### config.mk
export PLATFORM = sky130hd
export DESIGN_NAME = branch_resolve
export DESIGN_NICKNAME = d
export VERILOG_FILES = /design/src/rtl/branch_resolve.sv
export SDC_FILE = /design/constraint.sdc
export NUM_CORES = 1
export LEC_CHECK = 0
export BUFFER_PORTS_ARGS = -buffer_cell sky130_fd_sc_hd__buf_4
export CAP_MARGIN = 30
export CORE_ASPECT_RATIO = 1.5
export CORE_MARGIN = 8
export CORE_UTILIZATION = 50
export DETAILED_ROUTE_END_ITERATION = 6
export PLACE_DENSITY = 0.73
export SLEW_MARGIN = 15
export SYNTH_ARGS = -nofsm -noshare
export SYNTH_HDL_FRONTEND = slang
export SYNTH_SLANG_ARGS = --single-unit
### constraint.sdc
create_clock -name CLK -period 8.3 [get_ports CLK]
set_clock_uncertainty 0.05 [all_clocks]
set_input_delay 1.66 -clock CLK [delete_from_list [all_inputs] [get_ports CLK]]
set_output_delay 1.66 -clock CLK [all_outputs]
set_load 0.02 [all_outputs]
### src/rtl/branch_resolve.sv
// Control-flow resolver that works with the program-counter FSM. It latches branch and jump
// instructions, resolves them one cycle later, squashes the slot after a redirect and keeps statistics.
module branch_resolve #(
    parameter int CNT_W = 8
) (
    input  logic             CLK,
    input  logic             RESET,
    input  logic [31:0]      IP,
    input  logic [31:0]      instr,
    input  logic [31:0]      rs1_val,
    input  logic [31:0]      rs2_val,
    output logic [6:0]       OP,
    output logic [31:0]      up_amt,
    output logic             b_taken,
    output logic             kill,
    output logic             illegal_br,
    output logic [CNT_W-1:0] branch_cnt,
    output logic [CNT_W-1:0] taken_cnt
);

    localparam logic [6:0] OPC_BR   = 7'b1100011;
    localparam logic [6:0] OPC_JAL  = 7'b1101111;
    localparam logic [6:0] OPC_JALR = 7'b1100111;
    localparam logic [6:0] OPC_NOP  = 7'b0010011;

    typedef enum logic [1:0] {
        ST_IDLE    = 2'd0,
        ST_RESOLVE = 2'd1,
        ST_FLUSH   = 2'd2
    } state_t;

    state_t           state_q, state_d;
    logic [31:0]      instr_q, instr_d;
    logic [31:0]      ip_q, ip_d;
    logic [31:0]      rs1_q, rs1_d;
    logic [31:0]      rs2_q, rs2_d;
    logic [CNT_W-1:0] branch_cnt_q, branch_cnt_d;
    logic [CNT_W-1:0] taken_cnt_q, taken_cnt_d;

    logic             fetch_is_ctrl;
    logic             load;
    logic [6:0]       opc_q;
    logic [2:0]       funct3_q;
    logic [31:0]      b_imm, j_imm, i_imm;
    logic [31:0]      jalr_target, jalr_off;
    logic             op_eq, op_lt_s, op_lt_u;
    logic             br_cond, br_illegal;
    logic             redirect;

    assign fetch_is_ctrl = (instr[6:0] == OPC_BR) || (instr[6:0] == OPC_JAL) ||
                           (instr[6:0] == OPC_JALR);
    assign load          = (state_q == ST_IDLE) && fetch_is_ctrl;

    assign opc_q    = instr_q[6:0];
    assign funct3_q = instr_q[14:12];

    assign b_imm = {{19{instr_q[31]}}, instr_q[31], instr_q[7], instr_q[30:25],
                    instr_q[11:8], 1'b0};
    assign j_imm = {{11{instr_q[31]}}, instr_q[31], instr_q[19:12], instr_q[20],
                    instr_q[30:21], 1'b0};
    assign i_imm = {{20{instr_q[31]}}, instr_q[31:20]};

    // The JALR offset is expressed relative to the latched IP, so the PC can add it like a branch offset.
    assign jalr_target = (rs1_q + i_imm) & ~32'd1;
    assign jalr_off    = jalr_target - ip_q;

    assign op_eq   = (rs1_q == rs2_q);
    assign op_lt_s = ($signed(rs1_q) < $signed(rs2_q));
    assign op_lt_u = (rs1_q < rs2_q);

    always_comb begin
        br_cond    = 1'b0;
        br_illegal = 1'b0;
        case (funct3_q)
            3'b000:  br_cond = op_eq;
            3'b001:  br_cond = ~op_eq;
            3'b100:  br_cond = op_lt_s;
            3'b101:  br_cond = ~op_lt_s;
            3'b110:  br_cond = op_lt_u;
            3'b111:  br_cond = ~op_lt_u;
            default: br_illegal = 1'b1;
        endcase
    end

    always_comb begin
        state_d    = state_q;
        OP         = instr[6:0];
        b_taken    = 1'b0;
        up_amt     = 32'd0;
        kill       = 1'b0;
        illegal_br = 1'b0;
        redirect   = 1'b0;
        case (state_q)
            ST_IDLE: begin
                if (fetch_is_ctrl) begin
                    state_d = ST_RESOLVE;
                end
            end
            ST_RESOLVE: begin
                OP = opc_q;
                case (opc_q)
                    OPC_BR: begin
                        b_taken    = br_cond;
                        illegal_br = br_illegal;
                        up_amt     = b_imm;
                        redirect   = br_cond;
                    end
                    OPC_JAL: begin
                        up_amt   = j_imm;
                        redirect = 1'b1;
                    end
                    OPC_JALR: begin
                        up_amt   = jalr_off;
                        redirect = 1'b1;
                    end
                    default: ;
                endcase
                state_d = redirect ? ST_FLUSH : ST_IDLE;
            end
            ST_FLUSH: begin
                OP      = OPC_NOP;
                kill    = 1'b1;
                state_d = ST_IDLE;
            end
            default: state_d = ST_IDLE;
        endcase
    end

    always_comb begin
        instr_d = load ? instr   : instr_q;
        ip_d    = load ? IP      : ip_q;
        rs1_d   = load ? rs1_val : rs1_q;
        rs2_d   = load ? rs2_val : rs2_q;
    end

    // Both counters stick at all-ones instead of wrapping.
    always_comb begin
        branch_cnt_d = branch_cnt_q;
        taken_cnt_d  = taken_cnt_q;
        if (state_q == ST_RESOLVE) begin
            if (!(&branch_cnt_q)) begin
                branch_cnt_d = branch_cnt_q + 1'b1;
            end
            if (redirect && !(&taken_cnt_q)) begin
                taken_cnt_d = taken_cnt_q + 1'b1;
            end
        end
    end

    always_ff @(posedge CLK or posedge RESET) begin
        if (RESET) begin
            state_q      <= ST_IDLE;
            instr_q      <= 32'd0;
            ip_q         <= 32'd0;
            rs1_q        <= 32'd0;
            rs2_q        <= 32'd0;
            branch_cnt_q <= '0;
            taken_cnt_q  <= '0;
        end else begin
            state_q      <= state_d;
            instr_q      <= instr_d;
            ip_q         <= ip_d;
            rs1_q        <= rs1_d;
            rs2_q        <= rs2_d;
            branch_cnt_q <= branch_cnt_d;
            taken_cnt_q  <= taken_cnt_d;
        end
    end

    assign branch_cnt = branch_cnt_q;
    assign taken_cnt  = taken_cnt_q;

endmodule

# Word level (Yosys, flattened, before mapping)
# Index checks and enable logic that the tools add are counted.
[word_totals]
elab_cells = 61
out_inout_bits = 58
in_bits = 130
ff_bits = 146
[op_classes]
bitwise_logic = 4
eq_ne = 15
addsub = 4
n_reduce_logical = 13
mux = 16
n_lt_le_gt_ge = 2
[op_table]
columns = ["cell", "count"]
rows = [
  ["32-bit one-hot mux with 3 select lines", 1],
  ["32-bit < comparator", 2],
  ["7-bit equality test (second input constant)", 6],
  ["32-bit adder", 1],
  ["32-bit equality test", 1],
  ["32-bit two-way mux", 1],
  ["32-bit subtractor", 1],
  ["8-bit by 1-bit adder with 8-bit output (second input constant)", 2],
  ["8-bit AND reduction", 2],
  ["7-bit one-hot mux with 2 select lines", 1],
  ["3-bit equality test (second input constant)", 4],
  ["1-bit two-way mux", 8],
  ["1-bit one-hot mux with 6 select lines", 1],
  ["6-bit OR reduction", 1],
  ["2-bit two-way mux", 2],
  ["1-bit NOT", 4],
  ["2-bit one-hot mux with 2 select lines", 1],
  ["2-bit AND reduction", 2],
  ["3-bit by 1-bit equality test with 1-bit output (second input constant)", 1],
  ["3-bit logical NOT", 1],
  ["2-bit by 1-bit equality test with 1-bit output (second input constant)", 1],
  ["2-bit equality test (second input constant)", 1],
  ["1-bit logical AND", 2],
  ["2-bit logical NOT", 1],
  ["5 further kinds", 6],
]

# Longest topological paths before layout
# Gate-level depths: netlist of run 1.
[logic_depth]
ltp_word = 8
ltp_mapped = 22

# Worst setup path after synthesis of run 1
# OpenSTA, ideal clock, no wires.
[synth_timing]
path_kind = "flip-flop to output port"
startpoint = "reg instr_q[31]"
endpoint = "out up_amt[29]"
path_stages_with_launch = 20
slack_ns = 1.790
arrival_ns = 4.800
path_cell_list = "dfrtp_1 ha_1 and3_1 nand2_1 or2_2 o221ai_1 a21oi_1 nor2b_1 xor2_1 ha_1 a21o_1 a21oi_1 nor2b_1 or3_4 a31oi_4 a21oi_2 or3_2 a21oi_1 xor2_1 o21ai_0"
[synth_via]
elab_chain_cells = 4
[synth_rtl]
columns = ["item", "line_no", "rtl"]
rows = [
  ["start: declaration", "33", "logic [31:0] instr_q, instr_d;"],
  ["start signal: assignment", "161", "instr_q <= instr_d;"],
  ["32-bit adder", "64", "assign jalr_target = (rs1_q + i_imm) & ~32'd1;"],
  ["32-bit subtractor", "65", "assign jalr_off = jalr_target - ip_q;"],
  ["32-bit one-hot mux with 3 select lines *", "101", "case (opc_q)"],
  ["32-bit two-way mux *", "93", "case (state_q)"],
  ["end: declaration", "13", "output logic [31:0] up_amt,"],
]
# Mark *: on every way between the ends. The rest lies on a longest branch, timed or not.

# Worst setup path in the final report of run 1
[layout_timing]
startpoint = "reg instr_q[21]"
endpoint = "out up_amt[31]"
[layout_via]
elab_chain_cells = 4
[layout_rtl]
columns = ["item", "line_no"]
rows = [
  ["32-bit adder", "64"],
  ["32-bit subtractor", "65"],
  ["32-bit one-hot mux with 3 select lines", "101"],
  ["32-bit two-way mux", "93"],
]
# Every way passes these cells.

==> impl_metrics.toml, run 1 <==
[run_status]
run_status = "complete, no violations"

[synthesis]
post_synth_num_cell_types = 63
synth_seq_cells = 146
seq_area_frac_synth_pct = 36.3
syn_nets = 1258
netlist_area_pre_place_um2 = 10100
ys.flop_type = "sky130_fd_sc_hd__dfrtp_1"
yosysWarningCount = 0
syn_inst = 1029
postSynthAreaPerCell_um2 = 9.79
async_reset_ff_share_pct = 100
synth-edff-count = 0

[setup_path]
worstSetupEndpointType = "output pin"
worst_ep_required_time_ps = 6590
r2r_slack_ps = 4730
critPathKind = "reg -> out"
setup.worst_path.start_class = "flop"
crit_arrival_ps = 5670
critPathMaxFanout = 5

[routing]
viasPerCell = 5.57
route.antenna.remaining_nets = 0
vias = 8280
dr.first_iter.drc_count = 452
drc_errors = 0
wl_um = 27000
avgRoutedWirePerCell_um = 18.2
drt_first_pass_iters = 5

[global_routing]
first_global_vias = 8530
antenna_found_initial = 0
grt_pass1_wl_um = 43700
global_route.overflow_total = 0
all_layer_gr_usage_pct = 21.6
grt_max_degree = 79

[cts]
htree_num_levels = 4
clock_latency_ps = 430
cts_hold_buf = 0
clock-root-buffer = "sky130_fd_sc_hd__clkbuf_16"
cts_made_buffers = 17
clock_tree.buffer_depth = 2
total_of_cells_resized_after_clock_tree_synthesis = 0
clkSlewWorstSetupHoldPaths_ps = 60
postCtsSetupBuffers = 0
cts_tree = "done"
clkSinkCount = 146

[floorplanning]
core_area_um2 = 19800
dieArea_um2 = 25000
placementRows = 63
dieWidth_um = 132
floorplan.die.height_um = 190
io-pin-count = 188
initial_utilization_pct = 50.9

[power_and_ir_drop]
peakVddDrop_uv = 242
powerDensity_nw_per_um2 = 420
total_leakage_power_nw = 6.06

[place]
gp_congestion = 0.902
post-dp-hpwl_um = 21500
placedCellCount = 1454
portBuffers = 187

[sta]
report.final.setup_viol = 0
min_period_over_period_pct = 88.9
clock.fmax_mhz = 136
finalHoldViolations = 0
maxSlewViolCount = 0
final.min_clock_period_ps = 7380
timing.max_slew.rel_slack_pct = 53.1
setup-tns-final_ps = 0
max_slew.worst_pin.slew_ps = 703
setup_repair_after_global_routing_missed_its_margin = "no"

[layout]
finish.net_count = 1443
antennaDiodeCount = 0
final_cells = 1487
post_route_cells_drive_above_1_share_pct = 30.0
syn_to_final_growth_pct = 22.5

[hold_path]
hold_class = "reg -> reg"

[flow_run]
drv.max_cap_violation_count = 0
-- area by class of cell --
cell class                      instances  area (um^2)
Clock buffer                           19          443
Clock inverter                         13          113
Fill cell                            1698         7440
Inverter                               90          343
Multi-Input combinational cell        765         5980
Sequential cell                       146         3650
Tap cell                              260          325
Timing Repair Buffer                  194         1490
-- cells by family after synthesis --
logic type      count (synthesis)  share of synthesized area (%)
flops                         146                           36.3
fa+ha+maj                      99                           12.4
buf+inv                       118                           4.47
mux                           125                           14.0
simple gates                  234                           11.5
compound gates                239                           15.4
xor+xnor                       68                           5.91
-- critical path, stage by stage, from the launching register on --
cell	delay, ps
sky130_fd_sc_hd__dfrtp_1	400
sky130_fd_sc_hd__inv_1	80
sky130_fd_sc_hd__fa_1	450
sky130_fd_sc_hd__nor2b_1	130
sky130_fd_sc_hd__o21ai_1	90
sky130_fd_sc_hd__a21boi_1	280
sky130_fd_sc_hd__o221ai_1	320
sky130_fd_sc_hd__o221ai_1	470
sky130_fd_sc_hd__a21oi_1	130
sky130_fd_sc_hd__nor2b_1	190
sky130_fd_sc_hd__a21oi_1	90
sky130_fd_sc_hd__o21bai_1	160
sky130_fd_sc_hd__xor2_1	190
sky130_fd_sc_hd__ha_1	300
sky130_fd_sc_hd__nor2b_1	170
sky130_fd_sc_hd__or3_4	370
sky130_fd_sc_hd__a31oi_4	210
sky130_fd_sc_hd__a21oi_2	90
sky130_fd_sc_hd__or4b_1	500
sky130_fd_sc_hd__a31oi_1	230
sky130_fd_sc_hd__xnor2_1	150
sky130_fd_sc_hd__o21ai_1	70
sky130_fd_sc_hd__buf_4	160
-- synth_stat cells (7+ instances only) --
| cell type | number | area share (%) |
|---|---|---|
| sky130_fd_sc_hd__a211oi_1 | 7 | 0.52 |
| sky130_fd_sc_hd__a21o_1 | 29 | 2.2 |
| sky130_fd_sc_hd__a21oi_1 | 72 | 3.6 |
| sky130_fd_sc_hd__a22oi_1 | 11 | 0.82 |
| sky130_fd_sc_hd__and3_1 | 10 | 0.62 |
| sky130_fd_sc_hd__clkbuf_1 | 27 | 1.0 |
| sky130_fd_sc_hd__dfrtp_1 | 146 | 36 |
| sky130_fd_sc_hd__ha_1 | 97 | 12 |
| sky130_fd_sc_hd__inv_1 | 90 | 3.4 |
| sky130_fd_sc_hd__mux2_2 | 125 | 14 |
| sky130_fd_sc_hd__nand2_1 | 57 | 2.1 |
| sky130_fd_sc_hd__nand2b_1 | 17 | 1.1 |
| sky130_fd_sc_hd__nand3_1 | 28 | 1.4 |
| sky130_fd_sc_hd__nand4_1 | 16 | 0.99 |
| sky130_fd_sc_hd__nor2_1 | 59 | 2.2 |
| sky130_fd_sc_hd__nor3_1 | 11 | 0.55 |
| sky130_fd_sc_hd__o21a_1 | 11 | 0.82 |
| sky130_fd_sc_hd__o21ai_0 | 53 | 2.6 |
| sky130_fd_sc_hd__xnor2_1 | 43 | 3.7 |
| sky130_fd_sc_hd__xor2_1 | 25 | 2.2 |
-- routing by layer --
metal	global-route usage [%]	wire length, um	vias up	share of wire [%]
li1	-	-	4038	-
met1	24.0	10900	4004	40
met2	38.8	14000	188	52
met3	4.54	1100	50	4.1
met4	10.2	959	0	3.5
met5	0	0	-	0
-- metrics by stage --
| step | instance area, um^2 | power (mW) | setup slack [ps] | hold WS, ps | util [%] |
|---|---|---|---|---|---|
| global route | 12300 | 5.63 | 599 | 458 | 62.4 |
| global placement | 11700 | 4.38 | 1580 | 431 | 59.3 |
| finish | 12300 | 5.19 | 922 | 448 | 62.4 |
| detailed placement | 11800 | 4.44 | 1460 | 438 | 59.5 |
| floorplan | 10100 | 3.65 | 1790 | 399 | - |
| CTS | 12300 | 5.19 | 980 | 449 | 62.3 |
-- state kept, by name, summed over array words and instances, names as in the netlist --
signal and cells:
rs2_q 32, state_q 2, ip_q 32, instr_q 32
branch_cnt 8, taken_cnt 8, rs1_q 32
-- final timing paths --
kind / start / end / cells past startpoint
hold reg to reg: branch_cnt[7] / branch_cnt[7] / 1
min in group asynchronous: RESET / ip_q[22] / 2
hold / removal: branch_cnt[7] / branch_cnt[7] / 1
setup / recovery: instr_q[21] / up_amt[31] / 22
max in group asynchronous: RESET / instr_q[25] / 4
setup reg to reg: rs1_q[31] / taken_cnt[7] / 11
-- cell usage in the layout (no fill, tap or decap), types with 4 or more instances in the layout --
| cell type | count |
|---|---|
| sky130_fd_sc_hd__a22oi_1 | 11 |
| sky130_fd_sc_hd__a21o_1 | 29 |
| sky130_fd_sc_hd__nor2_1 | 59 |
| sky130_fd_sc_hd__nand4_1 | 16 |
| sky130_fd_sc_hd__o21bai_1 | 6 |
| sky130_fd_sc_hd__nor2b_1 | 6 |
| sky130_fd_sc_hd__xnor2_1 | 43 |
| sky130_fd_sc_hd__a211oi_1 | 7 |
| sky130_fd_sc_hd__mux2_2 | 125 |
| sky130_fd_sc_hd__buf_4 | 192 |
| sky130_fd_sc_hd__nand3_1 | 28 |
| sky130_fd_sc_hd__and3_1 | 10 |
| sky130_fd_sc_hd__o21a_1 | 11 |
| sky130_fd_sc_hd__a21oi_1 | 72 |
| sky130_fd_sc_hd__or2_2 | 5 |
| sky130_fd_sc_hd__inv_1 | 89 |
| sky130_fd_sc_hd__nor3_1 | 11 |
| sky130_fd_sc_hd__nand2b_1 | 17 |
| sky130_fd_sc_hd__nand2_1 | 56 |
| sky130_fd_sc_hd__and2_1 | 4 |
| sky130_fd_sc_hd__ha_1 | 97 |
| sky130_fd_sc_hd__o21ai_0 | 53 |
| sky130_fd_sc_hd__o211ai_1 | 4 |
| sky130_fd_sc_hd__a221oi_1 | 6 |
| sky130_fd_sc_hd__clkbuf_16 | 17 |
| sky130_fd_sc_hd__dfrtp_1 | 146 |
| sky130_fd_sc_hd__xor2_1 | 25 |
| sky130_fd_sc_hd__a31oi_1 | 6 |
| sky130_fd_sc_hd__clkinv_2 | 5 |
| sky130_fd_sc_hd__o21ai_1 | 4 |
| sky130_fd_sc_hd__or3_1 | 5 |
-- power by group --
group / internal, mW / switching (mW)
Clock: 0.419 / 0.316
Sequential: 0.931 / 0.178
Combinational: 1.49 / 1.85
No activity file was read; power rests on OpenSTA's default activity.
==> run 2: changes to the inputs <==
Settings changed: CTS_CLUSTER_SIZE set to 10, RECOVER_POWER set to 25.
==> run 2 against run 1 <==
The run now ends with capacitance limit, slew limit left. Routed wire length about the same. First-iteration DRC count down 0.22%. Largest power group unchanged. Worst hold slack about the same. Core utilization about the same. Global-route usage unchanged. Sequential share of layout area about the same. Critical path type unchanged. Combinational power about the same. Non-clock buffer count unchanged. Total power about the same. Critical path depth unchanged.
==> impl_metrics.toml, run 2 (same netlist as run 1, synthesis figures left out) <==
[layout]
final_cells = 1487
post_route_cells_drive_above_1_share_pct = 29.9
finish.net_count = 1443
layout.core_utilization_pct = 62.3
syn_to_final_growth_pct = 22.5
layout.cells.most_common = "sky130_fd_sc_hd__buf_4"
antennaDiodeCount = 0
final_cell_mix = "sky130_fd_sc_hd__buf_4, sky130_fd_sc_hd__dfrtp_1, sky130_fd_sc_hd__mux2_2"

[global_routing]
antenna_found_initial = 0
first_global_vias = 8530
met1_layer_usage_reported_by_global_route_pct = 24.0
grt_pass1_wl_um = 43700
grt-busiest-layer = "met2"
gr-usage-met2_pct = 38.8
all_layer_gr_usage_pct = 21.6
grt_max_degree = 79
global_route.overflow_total = 0
met3_grt_util_pct = 4.54

[setup_path]
worstRegToRegCells = 11
cpMostUsedCell = "sky130_fd_sc_hd__nor2b_1"
critPathMaxFanout = 5
r2r_slack_ps = 4730
worst_ep_required_time_ps = 6590
critPathKind = "reg -> out"
cp_num_buf_inv = 2
crit_arrival_ps = 5670
critPathLaunch = "instr_q[21]"
critPathSlowestCell = "sky130_fd_sc_hd__or4b_1"
critical_path.cell_chain = "inv_1, fa_1, nor2b_1, o21ai_1, a21boi_1, o221ai_1, o221ai_1, a21oi_1, nor2b_1, a21oi_1, o21bai_1, xor2_1, ha_1, nor2b_1, or3_4, a31oi_4, a21oi_2, or4b_1, a31oi_1, xnor2_1, o21ai_1, buf_4"
setup.worst_path.start_class = "flop"
critical_path.reg2reg.startpoint = "rs1_q[31]"
timing.critical_path.slowest_cell_delay_ps = 500
critical-path-top-delay-family = "compound AO/OA/AOI/OAI gates"
critical_path.reg2reg.endpoint = "taken_cnt[7]"
worstSetupEndpointType = "output pin"

[routing]
dr.first_iter.drc_count = 451
drc_errors = 0
wl_um = 27000
viasPerCell = 5.57
drt_first_pass_iters = 5
avgRoutedWirePerCell_um = 18.2
route.antenna.remaining_nets = 0
vias = 8286

[power_and_ir_drop]
powerDensity_nw_per_um2 = 420
peakVddDrop_uv = 242
total_leakage_power_nw = 6.05

[sta]
setup_repair_after_global_routing_missed_its_margin = "no"
min_period_over_period_pct = 88.9
max_slew.worst_pin.slew_ps = 3300
report.final.setup_viol = 0
maxSlewViolCount = 110
timing.max_slew.rel_slack_pct = -121
finalHoldViolations = 0
clock.fmax_mhz = 136
final.min_clock_period_ps = 7380
setup-tns-final_ps = 0

[place]
portBuffers = 187
placedCellCount = 1454
gp_congestion = 0.902
post-dp-hpwl_um = 21500

[hold_path]
timing.hold.worst_endpoint = "branch_cnt[7]"
timing.hold.worst.start = "branch_cnt[7]"
hold_class = "reg -> reg"
hold-path-cell-count = 1

[cts]
total_of_cells_resized_after_clock_tree_synthesis = 0
clock-root-buffer = "sky130_fd_sc_hd__clkbuf_16"
clock_latency_ps = 430
clkSinkCount = 146
htree_num_levels = 4
clock_tree.buffer_depth = 2
cts_tree = "done"
postCtsSetupBuffers = 0
clkSlewWorstSetupHoldPaths_ps = 60
cts_hold_buf = 0
cts_made_buffers = 17

[floorplanning]
core_area_um2 = 19800
dieArea_um2 = 25000
dieWidth_um = 132
io-pin-count = 188
floorplan.die.height_um = 190
initial_utilization_pct = 50.9
placementRows = 63

[run_status]
run_status = "finished, violations left"
violations = "capacitance limit, slew limit"

[flow_run]
drv.max_cap_violation_count = 2
[run 2: how the worst max path moves through the flow]
stage            endpoint  slack, ps  cells past startpoint
2_1_floorplan  up_amt[29]       1790                     19
3_3_place_gp   up_amt[31]       1580                     22
3_5_place_dp   up_amt[31]       1460                     22
4_1_cts        up_amt[31]        980                     22
5_1_grt        up_amt[31]        600                     22
6_report       up_amt[31]        920                     22
[run 2: per-layer routing]
layer / wire [um] / part of all wire (%)
met1: 10900 / 40
met2: 14000 / 52
met3: 1100 / 4.0
met4: 959 / 3.5
met5: 0 / 0
[run 2: stage by stage]
step	setup slack [ps]	area, um^2	hold slack [ps]	total power, mW
after CTS	980	12300	449	5.19
after global placement	1580	11700	431	4.38
after floorplan	1790	10100	399	3.65
after global routing	599	12300	458	5.63
after detailed placement	1460	11800	438	4.44
final	922	12300	448	5.19
[run 2: power by group]
group	internal [mW]	total [mW]	leakage, nW	switching (mW)
logic	1.49	3.34	3.94	1.85
clock network	0.419	0.735	0.269	0.316
registers	0.931	1.11	1.84	0.178
[run 2: final cells by class]
type                    count  area, um^2
inverters                  90         339
well taps                 260         325
clock inverters            13         113
repair buffers            194        1490
multi-input cells         765        5980
clock buffers              19         443
flip-flops and latches    146        3650
fillers                  1699        7450
==> run 3: changes to the inputs <==
Settings changed: CORE_UTILIZATION 50 to 61, PLACE_DENSITY 0.73 to 0.87, REMOVE_ABC_BUFFERS set to 1.
==> run 3 against run 2 <==
Worst hold slack better by 8.7 ps. Flip-flop and latch count stayed put. Die area is 16% lower. Non-clock buffer count is 3 lower. Critical path type unchanged. Sequential power hardly changed. Highest routed layer unchanged. Global-route usage is 5.2 points higher. Count of clock-buffer cells in the layout is 2 lower. Setup slack worse by 31 ps. The flow still finishes with violations (capacitance limit, slew limit). Final cell count is 3.8% lower. Sequential share of layout area is 0.14 points higher.
==> impl_metrics.toml, run 3 (same netlist as run 1, synthesis figures left out) <==
[floorplanning]
io-pin-count = 188
initial_utilization_pct = 62.2
dieWidth_um = 121
dieArea_um2 = 21000
placementRows = 57
core_area_um2 = 16200
floorplan.die.height_um = 173

[routing]
viasPerCell = 5.99
avgRoutedWirePerCell_um = 19.6
vias = 8570
wl_um = 28000
drt_first_pass_iters = 7
dr.first_iter.drc_count = 497
route.antenna.remaining_nets = 0
drc_errors = 0

[sta]
final.min_clock_period_ps = 7410
report.final.setup_viol = 0
min_period_over_period_pct = 89.3
clock.fmax_mhz = 135
setup_repair_after_global_routing_missed_its_margin = "no"
setup-tns-final_ps = 0
timing.max_slew.rel_slack_pct = -142
finalHoldViolations = 0
maxSlewViolCount = 83
max_slew.worst_pin.slew_ps = 3610

[setup_path]
worst_ep_required_time_ps = 6590
setup.worst_path.start_class = "flop"
critPathKind = "reg -> out"
worstSetupEndpointType = "output pin"
critPathMaxFanout = 24
crit_arrival_ps = 5700

[layout]
final_cell_mix = "sky130_fd_sc_hd__buf_4, sky130_fd_sc_hd__dfrtp_1, sky130_fd_sc_hd__mux2_2"
finish.net_count = 1440
post_route_cells_drive_above_1_share_pct = 29.9
layout.cells.most_common = "sky130_fd_sc_hd__buf_4"
layout.core_utilization_pct = 75.8
n_fill_cell = 1145
syn_to_final_growth_pct = 21.9
antennaDiodeCount = 0

[place]
portBuffers = 187
post-dp-hpwl_um = 21700
gp_congestion = 0.939

[global_routing]
first_global_vias = 9355
met3_grt_util_pct = 7.43
grt_max_degree = 83
grt_pass1_wl_um = 44900
met1_layer_usage_reported_by_global_route_pct = 26.3
antenna_found_initial = 0
all_layer_gr_usage_pct = 26.8
gr-usage-met2_pct = 47.7
grt-busiest-layer = "met2"
global_route.overflow_total = 0

[power_and_ir_drop]
total_leakage_power_nw = 6.06
peakVddDrop_uv = 294
powerDensity_nw_per_um2 = 431

[cts]
clock_latency_ps = 430
clock-root-buffer = "sky130_fd_sc_hd__clkbuf_16"
cts_tree = "done"
cts_made_buffers = 17
postCtsSetupBuffers = 0
cts_hold_buf = 0
htree_num_levels = 4
total_of_cells_resized_after_clock_tree_synthesis = 0
clkSinkCount = 146
clock_tree.buffer_depth = 2
clkSlewWorstSetupHoldPaths_ps = 70

[run_status]
violations = "capacitance limit, slew limit"
run_status = "finished, violations left"

[hold_path]
hold_class = "reg -> reg"

[flow_run]
drv.max_cap_violation_count = 1
run 3: cell count changes in the layout (fill, tap and decap cells not counted):
cell / delta
sky130_fd_sc_hd__inv_6: +3
sky130_fd_sc_hd__clkinv_2: -3
sky130_fd_sc_hd__buf_12: -1
sky130_fd_sc_hd__clkinvlp_4: -3
sky130_fd_sc_hd__inv_8: +4
sky130_fd_sc_hd__clkbuf_1: -2
sky130_fd_sc_hd__clkinv_8: +2
sky130_fd_sc_hd__clkinv_4: -2
sky130_fd_sc_hd__clkbuf_8: -1
sky130_fd_sc_hd__buf_16: -1
sky130_fd_sc_hd__bufinv_16: +1
run 3: cell type report:
class	count	area, um^2	area share (%)
multi-input combinational	765	5980	48.7
sequential	146	3650	29.8
timing repair buffer	191	1430	11.7
clock buffer	17	425	3.47
inverter	90	339	2.76
tap	206	258	2.10
clock inverter	15	191	1.56
run 3: power breakdown:
part | internal (mW) | switching (mW)
clock | 0.459 | 0.346
sequential | 0.930 | 0.211
combinational | 1.50 | 1.85
run 3: path summary, 6_finish.rpt:
path                       depth (start not counted)      endpoint         from  slack [ps]
setup reg to reg                                  11  taken_cnt[7]    rs1_q[31]        4370
hold reg to reg                                    1      ip_q[16]     ip_q[16]         460
setup / recovery                                  20    up_amt[31]  instr_q[31]         890
min in group asynchronous                          2  taken_cnt[1]        RESET        2240
max in group asynchronous                          3      ip_q[17]        RESET        3930
hold / removal                                     1      ip_q[16]     ip_q[16]         460
run 3: layer usage:
metal / routed length, um / part of all wire (%) / up-vias
li1: - / - / 4038
met1: 9970 / 36 / 4087
met2: 14400 / 52 / 324
met3: 1840 / 6.6 / 121
met4: 1760 / 6.3 / 0
met5: 0 / 0 / -
run 3: critical path: stages, from the launching register on:
cell,delay (ps)
sky130_fd_sc_hd__dfrtp_1,930
sky130_fd_sc_hd__ha_1,360
sky130_fd_sc_hd__and3_1,220
sky130_fd_sc_hd__nand2_1,80
sky130_fd_sc_hd__or2_2,310
sky130_fd_sc_hd__o221ai_1,330
sky130_fd_sc_hd__a21oi_1,120
sky130_fd_sc_hd__nor2b_1,200
sky130_fd_sc_hd__xor2_1,200
sky130_fd_sc_hd__ha_1,320
sky130_fd_sc_hd__a21o_1,210
sky130_fd_sc_hd__a21oi_1,130
sky130_fd_sc_hd__nor2b_1,80
sky130_fd_sc_hd__or3_4,380
sky130_fd_sc_hd__a31oi_4,210
sky130_fd_sc_hd__a21oi_2,80
sky130_fd_sc_hd__or4b_1,520
sky130_fd_sc_hd__a31oi_1,210
sky130_fd_sc_hd__xnor2_1,140
sky130_fd_sc_hd__o21ai_1,70
sky130_fd_sc_hd__buf_4,160
run 3: through the flow:
stage                     total power [mW]  area [um^2]  hold WS, ps  setup WS, ps  cells
after floorplan                       3.64         9960          399          1790   1001
after global placement                4.33        11700          431          1500   1398
after detailed placement              4.42        11700          443          1380   1398
after CTS                             5.27        12300          458           917   1430
after global routing                  5.70        12300          463           426   1430
final                                 5.29        12300          456           891   1430
